$ cat src/rtl/nr_sqrt_unit.sv
// Iterative unsigned integer square root, non-restoring, STEPS_PER_CYCLE root bits per clock.
// Optional fractional root bits are produced by appending zero radicand pairs.
module nr_sqrt_unit #(
  parameter int unsigned DATA_WIDTH      = 32,
  parameter int unsigned FRAC_BITS       = 0,
  parameter int unsigned STEPS_PER_CYCLE = 1
) (
  input  logic                             clk_i,
  input  logic                             rst_n_i,
  input  logic                             clk_en_i,
  input  logic                             valid_entry_i,
  output logic                             ready_o,
  input  logic [DATA_WIDTH-1:0]            radicand_i,
  output logic [DATA_WIDTH/2+FRAC_BITS-1:0] root_o,
  output logic [DATA_WIDTH/2+FRAC_BITS:0]   remainder_o,
  output logic                             data_valid_o,
  input  logic                             result_ack_i
);

  localparam int unsigned ROOT_W = DATA_WIDTH / 2 + FRAC_BITS;
  localparam int unsigned CYCLES = ROOT_W / STEPS_PER_CYCLE;
  localparam int unsigned CNT_W  = (CYCLES > 1) ? $clog2(CYCLES) : 1;
  // Signed partial remainder width, and a wider scratch width so 4R + pair never wraps.
  localparam int unsigned RW     = ROOT_W + 2;
  localparam int unsigned WW     = ROOT_W + 4;

  typedef enum logic [1:0] {StIdle, StSqrt, StRestore, StDone} state_e;

  state_e                  state_q, state_d;
  logic [2*ROOT_W-1:0]     rad_q, rad_d;
  logic [ROOT_W-1:0]       q_q, q_d;
  logic [RW-1:0]           r_q, r_d;
  logic [CNT_W-1:0]        cnt_q, cnt_d;
  logic [ROOT_W-1:0]       root_q, root_d;
  logic [ROOT_W:0]         rem_q, rem_d;

  logic [2*ROOT_W-1:0]     rad_init;
  logic [2*ROOT_W-1:0]     step_rad;
  logic [ROOT_W-1:0]       step_q;
  logic [WW-1:0]           step_r;
  logic [1:0]              pair;
  logic [RW-1:0]           r_fix;
  logic                    ovf;

  // Chained non-restoring steps, next-state logic and FSM transitions.
  always_comb begin
    state_d  = state_q;
    rad_d    = rad_q;
    q_d      = q_q;
    r_d      = r_q;
    cnt_d    = cnt_q;
    root_d   = root_q;
    rem_d    = rem_q;
    ovf      = 1'b0;
    pair     = 2'b00;

    // Radicand left-aligned, fractional zero pairs below it.
    rad_init = '0;
    rad_init[2*ROOT_W-1 -: DATA_WIDTH] = radicand_i;

    step_rad = rad_q;
    step_q   = q_q;
    step_r   = {{2{r_q[RW-1]}}, r_q};
    for (int s = 0; s < int'(STEPS_PER_CYCLE); s++) begin
      pair     = step_rad[2*ROOT_W-1 -: 2];
      step_rad = step_rad << 2;
      if (!step_r[WW-1]) begin
        step_r = (step_r << 2) + WW'(pair) - WW'({step_q, 2'b01});
      end else begin
        step_r = (step_r << 2) + WW'(pair) + WW'({step_q, 2'b11});
      end
      // Result must be representable in RW signed bits.
      if ((step_r[WW-1:RW-1] != '0) && (step_r[WW-1:RW-1] != '1)) ovf = 1'b1;
      step_r = {{2{step_r[RW-1]}}, step_r[RW-1:0]};
      step_q = {step_q[ROOT_W-2:0], ~step_r[WW-1]};
    end

    r_fix = r_q + (r_q[RW-1] ? RW'({q_q, 1'b1}) : '0);

    unique case (state_q)
      StIdle: begin
        if (valid_entry_i) begin
          rad_d   = rad_init;
          q_d     = '0;
          r_d     = '0;
          cnt_d   = CNT_W'(CYCLES - 1);
          state_d = StSqrt;
        end
      end
      StSqrt: begin
        rad_d = step_rad;
        q_d   = step_q;
        r_d   = step_r[RW-1:0];
        cnt_d = cnt_q - 1'b1;
        if (cnt_q == '0) state_d = StRestore;
      end
      StRestore: begin
        r_d     = r_fix;
        root_d  = q_q;
        rem_d   = r_fix[ROOT_W:0];
        state_d = StDone;
      end
      StDone: begin
        if (result_ack_i) state_d = StIdle;
      end
    endcase
  end

  // State registers; reset wins over the clock enable, which freezes everything else.
  always_ff @(posedge clk_i) begin
    if (!rst_n_i) begin
      state_q <= StIdle;
      rad_q   <= '0;
      q_q     <= '0;
      r_q     <= '0;
      cnt_q   <= CNT_W'(CYCLES - 1);
      root_q  <= '0;
      rem_q   <= '0;
    end else if (clk_en_i) begin
      state_q <= state_d;
      rad_q   <= rad_d;
      q_q     <= q_d;
      r_q     <= r_d;
      cnt_q   <= cnt_d;
      root_q  <= root_d;
      rem_q   <= rem_d;
    end
  end

  // Partial remainder overflow is a design error.
  always_ff @(posedge clk_i) begin
    if (rst_n_i && clk_en_i && (state_q == StSqrt)) begin
      assert (!ovf);
    end
  end

  assign ready_o      = (state_q == StIdle);
  assign data_valid_o = (state_q == StDone);
  assign root_o       = root_q;
  assign remainder_o  = rem_q;

endmodule

$ cat config.mk
export PLATFORM = sky130hd
export DESIGN_NAME = nr_sqrt_unit
export DESIGN_NICKNAME = d
export VERILOG_FILES = /design/src/rtl/nr_sqrt_unit.sv
export SDC_FILE = /design/constraint.sdc
export NUM_CORES = 1
export LEC_CHECK = 0
export CORE_MARGIN = 2
export CORE_UTILIZATION = 53
export DETAILED_ROUTE_END_ITERATION = 7
export PLACE_DENSITY = 0.78
export SYNTH_ARGS = -nofsm -noshare
export SYNTH_HDL_FRONTEND = slang
export SYNTH_SLANG_ARGS = --single-unit
$ cat constraint.sdc
create_clock -name clk_i -period 3.5 [get_ports clk_i]
set_input_delay 0.875 -clock clk_i [delete_from_list [all_inputs] [get_ports clk_i]]
set_output_delay 0.875 -clock clk_i [all_outputs]
set_load 0.02 [all_outputs]
## Yosys cells after proc, flatten, opt, wreduce, memory -nomap -nowiden

Index checks and enable logic that the tools add are counted.

| storage, ports and cells | value |
|---|---|
| register bits | 105 |
| bits of input ports | 37 |
| output and inout port bits | 35 |
| logic and storage cells | 41 |

| operators by class | value |
|---|---|
| add/subtract/negate cells | 5 |
| eq/ne operators | 6 |
| mux-type cells | 14 |
| bitwise logic cells | 1 |
| reductions and logical operators | 8 |

Operators by type and width:

| cell | number |
|---|---|
| $pmux W32 S2 | 1 |
| $pmux W18 S3 | 1 |
| $mux W18 | 2 |
| $mux W32 | 1 |
| $pmux W16 S2 | 1 |
| $add A18 B17 Y18 | 1 |
| $add A18 B18 Y18 | 1 |
| $add A18 B2 Y18 | 1 |
| $sub A18 B18 Y18 | 1 |
| $mux W17 | 1 |
| $mux W16 | 1 |
| $pmux W2 S4 | 1 |
| $pmux W4 S2 | 1 |
| $mux W2 | 3 |
| $reduce_and A3 Y1 | 2 |
| $eq A2 B2 Y1 const B | 2 |
| $logic_not A4 Y1 | 1 |
| $mux W4 | 1 |
| $ne A2 B2 Y1 const B | 2 |
| $reduce_and A4 Y1 | 1 |
| $sub A4 B1 Y4 const B | 1 |
| $reduce_bool A3 Y1 | 1 |
| $eq A2 B1 Y1 const B | 1 |
| $logic_not A2 Y1 | 1 |
| other kinds (4) | 4 |

## Longest topological paths before layout

Gate-level depths: netlist of the first run.

| depth | value |
|---|---|
| word-level depth | 5 |
| depth in mapped cells | 11 |

## Least setup slack after synthesis of the first run

OpenSTA, ideal clock, no wires.

| timing path | value |
|---|---|
| kind | register to register |
| from | reg r_q[17] |
| to | reg r_q[17] |
| library setup time | 0.122 ns |
| arrival | 2.767 ns |
| slack | 0.611 ns |
| stages on the path, launching flop included | 12 |
| path buffers | 0 |
| period minus slack after synthesis | 2.889 ns |
| cells stage by stage | dfxtp_1 ha_1 inv_1 ha_1 a2111oi_4 o21ai_2 a211o_1 and3_1 o22ai_2 xnor2_1 and2_1 o311a_1 |

| between the ends | value |
|---|---|
| longest elaborated chain between the ends | 3 |

Ends and longest elaborated chain:

| item | line | source |
|---|---|---|
| start: declaration | 32 | `logic [RW-1:0] r_q, r_d;` |
| start signal: assignment | 123 | `r_q <= r_d;` |
| $mux W17 | 78 | `r_fix = r_q + (r_q[RW-1] ? RW'({q_q, 1'b1}) : '0);` |
| $add A18 B17 Y18 | 78 |  |
| $pmux W18 S3 (*) | 80 | `unique case (state_q)` |

Every way passes the cells marked *; elsewhere a longest branch is shown, timed or not.
A chain may end at the register's enable or synchronous reset.

## Worst setup path in the final report of the first run

Same ends and word-level chain as after synthesis.

==> summary.txt, run 1 <==
Worst hold path
  • Worst hold stages: 2
  • Min-Delay Path Class: reg2reg

Global route
  • Congestion Overflow GR: 0
  • First-pass GRT wire length: 24,610 um
  • Antenna violations before repair: 0
  • Largest net degree at the start of global routing: 62
  • Number of global-route vias before repair: approximately 5,000
  • GR Util All Layers: 26.69%

Status
  • Status: complete, but fails checks
  • Failing checks: DRC

Worst setup path
  • End of the critical path: r_q[17]
  • Setup crit end kind: register
  • CP Depth: 11
  • Critical path's top delay family: compound AO/OA/AOI/OAI gates
  • CP cell instances: ha_1 -> inv_1 -> ha_1 -> o21ai_0 -> a21oi_2 -> a211o_1 -> and3_1 -> o22ai_2 -> xnor2_1 -> and2_1 -> o311a_1
  • Critical Path Source Type: register
  • FF-to-FF End: r_q[17]
  • Setup slack, reg-to-reg: 460 ps
  • WP buf/inv: 1
  • Crit path max fanout: 12
  • Max stage delay on crit path: between 600 and 700 ps
  • CP arrival: 3320 ps
  • FF-to-FF Start: r_q[17]
  • Worst Setup Path Type: reg2reg
  • Worst Setup SP: r_q[17]
  • CP required: 3780 ps
  • CP max stage cell: dfxtp_1
  • Reg2Reg Depth: 11
  • Most used cell, CP: ha_1

Routing
  • DR WL/cell: ~17 um
  • DR iter-0 viols: 430
  • DR WL met3: ~1100 um
  • WL met2: 6932 um
  • Vias post-DR: approximately 5,200
  • Routed WL: 14,700 um
  • M1 WL: 6249 um
  • ANT nets after route: 0
  • Via/cell ratio: about 6
  • DR top layer: met4
  • DRC Markers: 8
  • First-pass DRT Iterations: 8

STA
  • Final Setup Violations: 0
  • Slew headroom: 56.61%
  • Slew @ Worst Pin: 650.8 ps
  • Final setup TNS: 0 ps
  • Fmax: 328.9 MHz
  • Final worst path period share: 86.87%
  • Fin Hold WS: 459.3 ps
  • Final Max Tran Viols: 0
  • Fin Clk Skew: 11.83 ps
  • Period minus WS final: approximately 3000 ps
  • Unrepaired setup endpoints after global routing: no
  • Final Hold Fails: 0

Power
  • Final Power: 2.473 mW
  • Logic pwr share: 16.4%
  • Clock share of power: 33.0%
  • Sequential fraction of design power: 50.6%
  • VDD IR-drop max: 256.6 uV
  • Pwr dens: 366.7 nW/um2
  • Pint: 1.758 mW
  • Switching share of power: 28.91%
  • Switch Pwr: 0.7150 mW
  • P_leak: 2.665 nW

Logic synthesis
  • Synth Net Count: ~760
  • Number of synthesized flops with an enable pin: 0
  • Post-Syn Area: approximately 5700 um2
  • Synth cell types: 54
  • Commonest register cell after synthesis: dfxtp_1
  • Ys async rst share: 0%
  • Post-synthesis sequential area ratio: 36.96%
  • Syn avg cell area: 8.488 um2
  • YS warnings: 0
  • Seq cells post-synth: ~110
  • Synth Instances: 670

Floorplan
  • CORE AREA: a little over 10,000 um2
  • Initial Utilization: 54.84%
  • Ports: 72
  • Die Span Y: 107.6 um
  • Die area: between 10,000 and 15,000 um2
  • Site row count: 37
  • Die width: ~110 um

Final layout
  • Fin area: approximately 6700 um2
  • Most frequent cells in the layout: 105 x dfxtp_1, 91 x nand2_1, 71 x clkdlybuf4s50_1
  • Layout area overhead: 18.59%
  • Non-filler instance count after layout: 870
  • Proportion of layout cells with a drive suffix above 1: under 10%
  • # diodes: 0
  • Most common library cell in the layout ignoring fill and taps: dfxtp_1
  • Nets: slightly above 800

CTS
  • Htree depth: 3
  • Post-cts sizing count: 0
  • Worst skew pair latency: 380 ps
  • CTS buffer count: 9
  • Clock Tree Buf Depth: 2
  • Root Buffer Master: clkbuf_8
  • CTS tree: built
  • Setup repair bufs after CTS: 0
  • Clock-pin slew on the worst setup and hold paths: 110 ps
  • # clock sinks: approximately 110
  • CTS Hold Bufs: 0

Placement
  • Routability congestion estimate: around 0.96
  • Placed Instance Area: between 6000 and 7000 um2
  • Port bufs: 71
  • Placed cell count: 854
  • Final HPWL DP: 10,880 um

Job
  • Max Cap Viol: 0
-- sequential cells by signal, summed over array words and instances (netlist names) --
signal and cells:
cnt_q 4, q_q 16, r_q 18, rad_q 32, remainder_o 17, root_o 16
state_q 2
-- worst reg2reg max path, delay by kind of cell (launching register included) --
| family | cells | cell delay [ps] |
|---|---|---|
| DFF | 1 | 610 |
| adders and majority gates | 2 | 570 |
| xor gates and xnor gates | 1 | 100 |
| buffers and inverters | 1 | 60 |
| and+or+nand+nor | 2 | 330 |
| AOI/OAI and AO/OA | 5 | 1260 |
-- routing by layer --
layer / up-vias / GRT usage (%)
met4: 0 / 10.53
met3: 32 / 5.387
li1: 2540 / -
met1: 2432 / 34.66
met2: 197 / 43.49
met5: - / 0
-- per-stage QoR --
| stage | setup slack, ps | utilization (%) |
|---|---|---|
| 4_1_cts | 488.0 | 65.03 |
| 6_report | 459.5 | 65.03 |
| 2_1_floorplan | 611.0 | - |
| 5_1_grt | 251.5 | 65.03 |
| 3_5_place_dp | 514.0 | 62.93 |
| 3_3_place_gp | 586.2 | 62.93 |
-- worst min path at each step --
stage / from / to / slack, ps
6_report: root_o[7] / root_o[7] / 460
2_1_floorplan: r_q[0] / r_q[0] / 460
5_1_grt: root_o[8] / root_o[8] / 480
3_5_place_dp: root_o[7] / root_o[7] / 450
3_3_place_gp: root_o[9] / root_o[9] / 440
4_1_cts: root_o[7] / root_o[7] / 460
-- Yosys cell counts, types with 7 or more instances --
| master | count | share of area [%] |
|---|---|---|
| dfxtp_1 | 105 | 37 |
| nand2_1 | 91 | 6.0 |
| nor2_1 | 57 | 3.8 |
| ha_1 | 54 | 12 |
| a21oi_1 | 50 | 4.4 |
| inv_1 | 34 | 2.2 |
| clkbuf_1 | 33 | 2.2 |
| a222oi_1 | 30 | 5.3 |
| o21ai_0 | 28 | 2.5 |
| a22oi_1 | 20 | 2.6 |
| nor2b_1 | 20 | 2.2 |
| xnor2_1 | 20 | 3.1 |
| and2_1 | 11 | 1.2 |
| xor2_1 | 11 | 1.7 |
| nand3_1 | 10 | 0.88 |
| o21ai_1 | 7 | 0.62 |
-- cell type report --
class / instances / area [um2]
clock buffer: 9 / 123.9
timing repair buffer: 81 / 785.8
sequential: 105 / 2102
multi-input combinational: 497 / 3337
tap: 136 / 170.2
fill: 889 / 3626
inverter: 35 / 131.4
clock inverter: 7 / 93.84
-- power by group through the flow --
stage | Clock, mW | Combinational, mW | Sequential, mW
2_1_floorplan | 0 | 0.277 | 1.27
3_3_place_gp | 0 | 0.391 | 1.28
3_5_place_dp | 0 | 0.399 | 1.28
4_1_cts | 0.832 | 0.402 | 1.25
5_1_grt | 0.873 | 0.448 | 1.25
6_report | 0.816 | 0.407 | 1.25
-- logic make-up (layout without fill, tap and decap cells) --
kind of cell               count (synthesis)  after routing  synth area share (%)
AOI/OAI and AO/OA                        198            198                 24.75
xor gates and xnor gates                  31             31                 4.774
adders and majority gates                 55             55                 12.23
buffers and inverters                     68            132                 4.488
DFF                                      105            105                 36.96
muxes                                      2              2                0.3520
and+or+nand+nor                          211            211                 16.44
No activity file was read; power rests on OpenSTA's default activity.
==> run 2: changes to the inputs <==
--- a/config.mk
+++ b/config.mk
@@ -5,7 +5,7 @@
 export SDC_FILE = /design/constraint.sdc
 export NUM_CORES = 1
 export LEC_CHECK = 0
-export CORE_MARGIN = 2
+export CORE_MARGIN = 10
 export CORE_UTILIZATION = 53
 export DETAILED_ROUTE_END_ITERATION = 7
 export PLACE_DENSITY = 0.78
==> constraint.sdc (replaced) <==
create_clock -name clk_i -period 3.5 [get_ports clk_i]
set_input_delay 0.7 -clock clk_i [delete_from_list [all_inputs] [get_ports clk_i]]
set_output_delay 0.7 -clock clk_i [all_outputs]
set_load 0.02 [all_outputs]
==> summary.txt, run 2 (synthesized netlist as in run 1, its figures left out) <==
Status
  • Status: complete, no violations

Worst setup path
  • CP required: 3790 ps
  • Critical path's top delay family: compound AO/OA/AOI/OAI gates
  • Reg2Reg Depth: 10
  • FF-to-FF End: remainder_o[15]
  • CP cell instances: ha_1 -> ha_1 -> a21oi_1 -> nor2b_1 -> a311o_1 -> o21ai_1 -> o21ai_1 -> o21ba_1 -> o31a_1 -> a211oi_1
  • WP buf/inv: 0
  • Critical Path Source Type: register
  • Setup crit end kind: register
  • FF-to-FF Start: r_q[17]
  • Setup slack, reg-to-reg: about 410 ps
  • CP arrival: 3370 ps
  • CP max stage cell: dfxtp_1
  • Crit path max fanout: 14
  • Max stage delay on crit path: roughly 700 ps
  • Worst Setup Path Type: reg2reg
  • CP Depth: 10

CTS
  • Clock Tree Buf Depth: 2
  • CTS Hold Bufs: 0
  • Clock-pin slew on the worst setup and hold paths: between 100 and 150 ps
  • Post-cts sizing count: 0
  • # clock sinks: 105
  • CTS buffer count: 9
  • Setup repair bufs after CTS: 0
  • CTS tree: built
  • Root Buffer Master: clkbuf_8
  • Worst skew pair latency: roughly 390 ps
  • Htree depth: 3

Worst hold path
  • Worst hold stages: 2
  • Min-Delay Path Class: reg2reg
  • Worst Hold Launch: remainder_o[5]
  • Worst hold endpoint: remainder_o[5]

Final layout
  • Nets: 820
  • Core Util, Final: 64.83%
  • Largest reg by FF count: rad_q
  • Proportion of layout cells with a drive suffix above 1: 4.638%
  • Layout area overhead: 18.22%
  • Largest register FFs: 32
  • Most frequent cells in the layout: 105 x dfxtp_1, 91 x nand2_1, 71 x clkdlybuf4s50_1
  • # diodes: 0
  • Most common library cell in the layout ignoring fill and taps: dfxtp_1
  • Fin area: about 6700 um2

Global route
  • Congestion Overflow GR: 0
  • Antenna violations before repair: 0
  • GR Util All Layers: 20.10%
  • Number of global-route vias before repair: 5,043
  • First-pass GRT wire length: 24,860 um
  • Largest net degree at the start of global routing: 62

Floorplan
  • Die Span Y: 123.6 um
  • Initial Utilization: 54.84%
  • Site row count: 37
  • Die width: 123.6 um
  • Die area: 15,270 um2
  • Ports: 72
  • CORE AREA: roughly 10,000 um2

STA
  • Final Hold Fails: 0
  • Final worst path period share: 88.19%
  • Slew @ Worst Pin: 622.4 ps
  • Fin Clk Skew: 21.53 ps
  • Worst setup margin: 413.2 ps
  • Final setup TNS: 0 ps
  • Period minus WS final: 3087 ps
  • Fmax: 324.0 MHz
  • Unrepaired setup endpoints after global routing: no
  • Final Setup Violations: 0
  • Final Max Tran Viols: 0
  • Slew headroom: between 50% and 60%

Power
  • P_leak: 2.652 nW
  • Pwr dens: 359.7 nW/um2
  • Final Power: 2.418 mW
  • VDD IR-drop max: 391.6 uV

Routing
  • Vias post-DR: 5,135
  • DR iter-0 viols: about 500
  • First-pass DRT Iterations: 7
  • Routed WL: 15,150 um
  • DRC Markers: 0
  • ANT nets after route: 0
  • Via/cell ratio: 5.909
  • DR WL/cell: between 15 and 20 um

Placement
  • Port bufs: 71
  • Placed Instance Area: around 6500 um2
  • Final HPWL DP: between 10,000 and 15,000 um
  • Routability congestion estimate: 0.8981
  • Place WS: 436.6 ps

Job
  • Max Cap Viol: 0
-- run 2: cell count changes in the layout (fill, tap and decap cells not counted) --
cell / previous run / this run
buf_4: 10 / 9
bufinv_16: 1 / 0
clkinv_8: 1 / 2
-- run 2: where the power goes --
part	switching, mW	internal [mW]	total, mW
Clock	0.484	0.285	0.768
Sequential	0.0236	1.23	1.25
Combinational	0.221	0.179	0.399
-- run 2: cell type report --
class                      count  area, um2
multi-input combinational    497       3337
sequential                   105       2102
fill                         914       3647
inverter                      35      131.4
tap                          136      170.2
clock buffer                   9      123.9
timing repair buffer          80      778.2
clock inverter                 7      80.08
-- run 2: worst max path at each step --
stage             from              end
4_1_cts        r_q[17]          r_q[17]
2_1_floorplan  r_q[17]          r_q[17]
3_3_place_gp   r_q[17]          r_q[17]
3_5_place_dp   r_q[17]          r_q[17]
6_report       r_q[17]  remainder_o[15]
5_1_grt        r_q[17]  remainder_o[15]
-- run 2: worst register-to-register path: stages, from the launching register on --
cell and delay [ps]:
dfxtp_1 680, ha_1 320, ha_1 250, a21oi_1 130
nor2b_1 80, a311o_1 410, o21ai_1 230, o21ai_1 190
o21ba_1 210, o31a_1 250, a211oi_1 250
-- run 2: per-layer routing --
metal	share of wire (%)	up-vias	global-route usage, %
met1	43	2439	25.15
met5	0	-	0
li1	-	2532	-
met4	2.1	0	6.841
met2	49	145	33.64
met3	5.8	19	4.208
-- run 2: through the flow --
step | instances | hold slack [ps]
floorplan | 670 | 457.9
global placement | 853 | 442.5
detailed placement | 853 | 448.4
CTS | 869 | 463.8
global route | 869 | 483.4
finish | 869 | 462.1
==> run 3: changes to the inputs <==
--- a/config.mk
+++ b/config.mk
@@ -7,6 +7,7 @@
 export LEC_CHECK = 0
 export CORE_MARGIN = 10
 export CORE_UTILIZATION = 53
+export CTS_BUF_LIST = sky130_fd_sc_hd__clkbuf_16
 export DETAILED_ROUTE_END_ITERATION = 7
 export PLACE_DENSITY = 0.78
 export SYNTH_ARGS = -nofsm -noshare
==> summary.txt, run 3 (synthesized netlist as in run 1, its figures left out) <==
Status
  • Status: complete, no violations

Final layout
  • Multi-input gate area: roughly 3300 um2
  • Proportion of layout cells with a drive suffix above 1: 4.638%
  • # diodes: 0
  • Largest reg by FF count: rad_q
  • Non-filler instance count after layout: 869
  • Most frequent cells in the layout: 105 x dfxtp_1, 91 x nand2_1, 71 x clkdlybuf4s50_1
  • Layout area overhead: 20.00%
  • Fillers: 894
  • Nets: 820
  • Most common library cell in the layout ignoring fill and taps: dfxtp_1
  • Largest register FFs: 32
  • FF+latch area: 2102 um2

STA
  • Final worst path period share: 88.30%
  • Unrepaired setup endpoints after global routing: no
  • Slew @ Worst Pin: 620.8 ps
  • Slew headroom: about 60%
  • Final Max Tran Viols: 0
  • Final Hold Fails: 0
  • Fin Clk Skew: 10.70 ps
  • Period minus WS final: 3091 ps
  • Final Setup Violations: 0
  • Final setup TNS: 0 ps
  • Fmax: 323.6 MHz

Worst setup path
  • WP buf/inv: 1
  • CP cell instances: ha_1 -> inv_1 -> ha_1 -> a2111oi_4 -> o21ai_2 -> a211o_1 -> and3_1 -> o22ai_2 -> xnor2_1 -> and2_1 -> o311a_1
  • Critical Path Source Type: register
  • Critical path's top delay family: compound AO/OA/AOI/OAI gates
  • CP arrival: 3340 ps
  • Worst Setup Path Type: reg2reg
  • Crit path max fanout: 14
  • Setup crit end kind: register
  • Most used cell, CP: ha_1
  • Max stage delay on crit path: approximately 670 ps
  • Worst Setup SP: r_q[17]
  • CP max stage cell: dfxtp_1
  • FF-to-FF Start: r_q[17]
  • CP required: 3750 ps

Power
  • VDD IR-drop max: 458.9 uV
  • Pwr dens: ~390 nW/um2
  • Final Power: 2.674 mW
  • P_leak: 2.699 nW

CTS
  • Post-cts sizing count: 0
  • # clock sinks: 105
  • Clock Tree Buf Depth: 2
  • Clock-pin slew on the worst setup and hold paths: 80 ps
  • CTS tree: built
  • Setup repair bufs after CTS: 0
  • CTS Hold Bufs: 0
  • Root Buffer Master: clkbuf_16
  • Worst skew pair latency: about 350 ps
  • CTS buffer count: 9
  • Htree depth: 3

Placement
  • Port bufs: approximately 70
  • Final HPWL DP: ~11,000 um
  • Routability congestion estimate: 0.8981
  • Placed cell count: 853

Routing
  • Vias post-DR: slightly above 5,000
  • Via/cell ratio: 5.925
  • DR WL/cell: 17.50 um
  • DRC Markers: 0
  • ANT nets after route: 0
  • First-pass DRT Iterations: 6
  • Routed WL: 15,210 um
  • DR iter-0 viols: 483

Worst hold path
  • Worst Hold Launch: remainder_o[5]
  • Min-Delay Path Class: reg2reg

Floorplan
  • Die area: 15,270 um2
  • Die Span Y: 123.6 um
  • CORE AREA: 10,370 um2
  • Initial Utilization: 54.84%
  • Ports: 72
  • Site row count: 37
  • Die width: 123.6 um

Global route
  • Number of global-route vias before repair: 5,061
  • Congestion Overflow GR: 0
  • Antenna violations before repair: 0
  • First-pass GRT wire length: 24,840 um
  • GR Util All Layers: between 20 and 25%
  • Largest net degree at the start of global routing: 62

Job
  • Max Cap Viol: 0
run 3: where the power goes:
group	switching (mW)	leakage, nW	internal [mW]	total (mW)
Sequential	0.0235	0.849	1.23	1.25
Clock	0.515	0.146	0.510	1.02
Combinational	0.222	1.70	0.179	0.400
Total	0.760	2.70	1.91	2.67
run 3: worst paths after layout:
| kind | endpoint | depth (start not counted) | slack (ps) |
|---|---|---|---|
| worst max-delay path | r_q[17] | 11 | 410 |
| worst min-delay path | remainder_o[5] | 2 | 460 |
| worst max register to register | r_q[17] | 11 | 410 |
| worst min register to register | remainder_o[5] | 2 | 460 |
run 3: worst register-to-register path, cell delays in order, from the launching register on:
cell and delay (ps):
dfxtp_1 670, ha_1 330, inv_1 60, ha_1 310
a2111oi_4 390, o21ai_2 130, a211o_1 270, and3_1 170
o22ai_2 120, xnor2_1 100, and2_1 160, o311a_1 280
run 3: per-stage QoR:
step                hold WS, ps  util [%]  setup slack (ps)  area [um2]
floorplan                 457.9         -             611.0        5687
global placement          442.5     62.86             530.4        6519
detailed placement        448.4     62.86             436.6        6519
CTS                       458.9     65.81             409.1        6824
global route              478.2     65.81             163.1        6824
finish                    457.3     65.81             409.5        6824
run 3: layout make-up:
cell class / count / area share (%)
Clock buffer: 9 / 3.300
Clock inverter: 7 / 1.173
Inverter: 35 / 1.925
Multi-Input combinational cell: 497 / 48.90
Sequential cell: 105 / 30.80
Tap cell: 136 / 2.494
Timing Repair Buffer: 80 / 11.40
run 3: routing by layer:
layer	share of wire (%)	track usage, %	up-vias
met5	0	0	-
met4	2.1	6.914	0
met3	5.9	4.163	17
met2	48	33.61	162
met1	44	25.12	2437
li1	-	-	2533
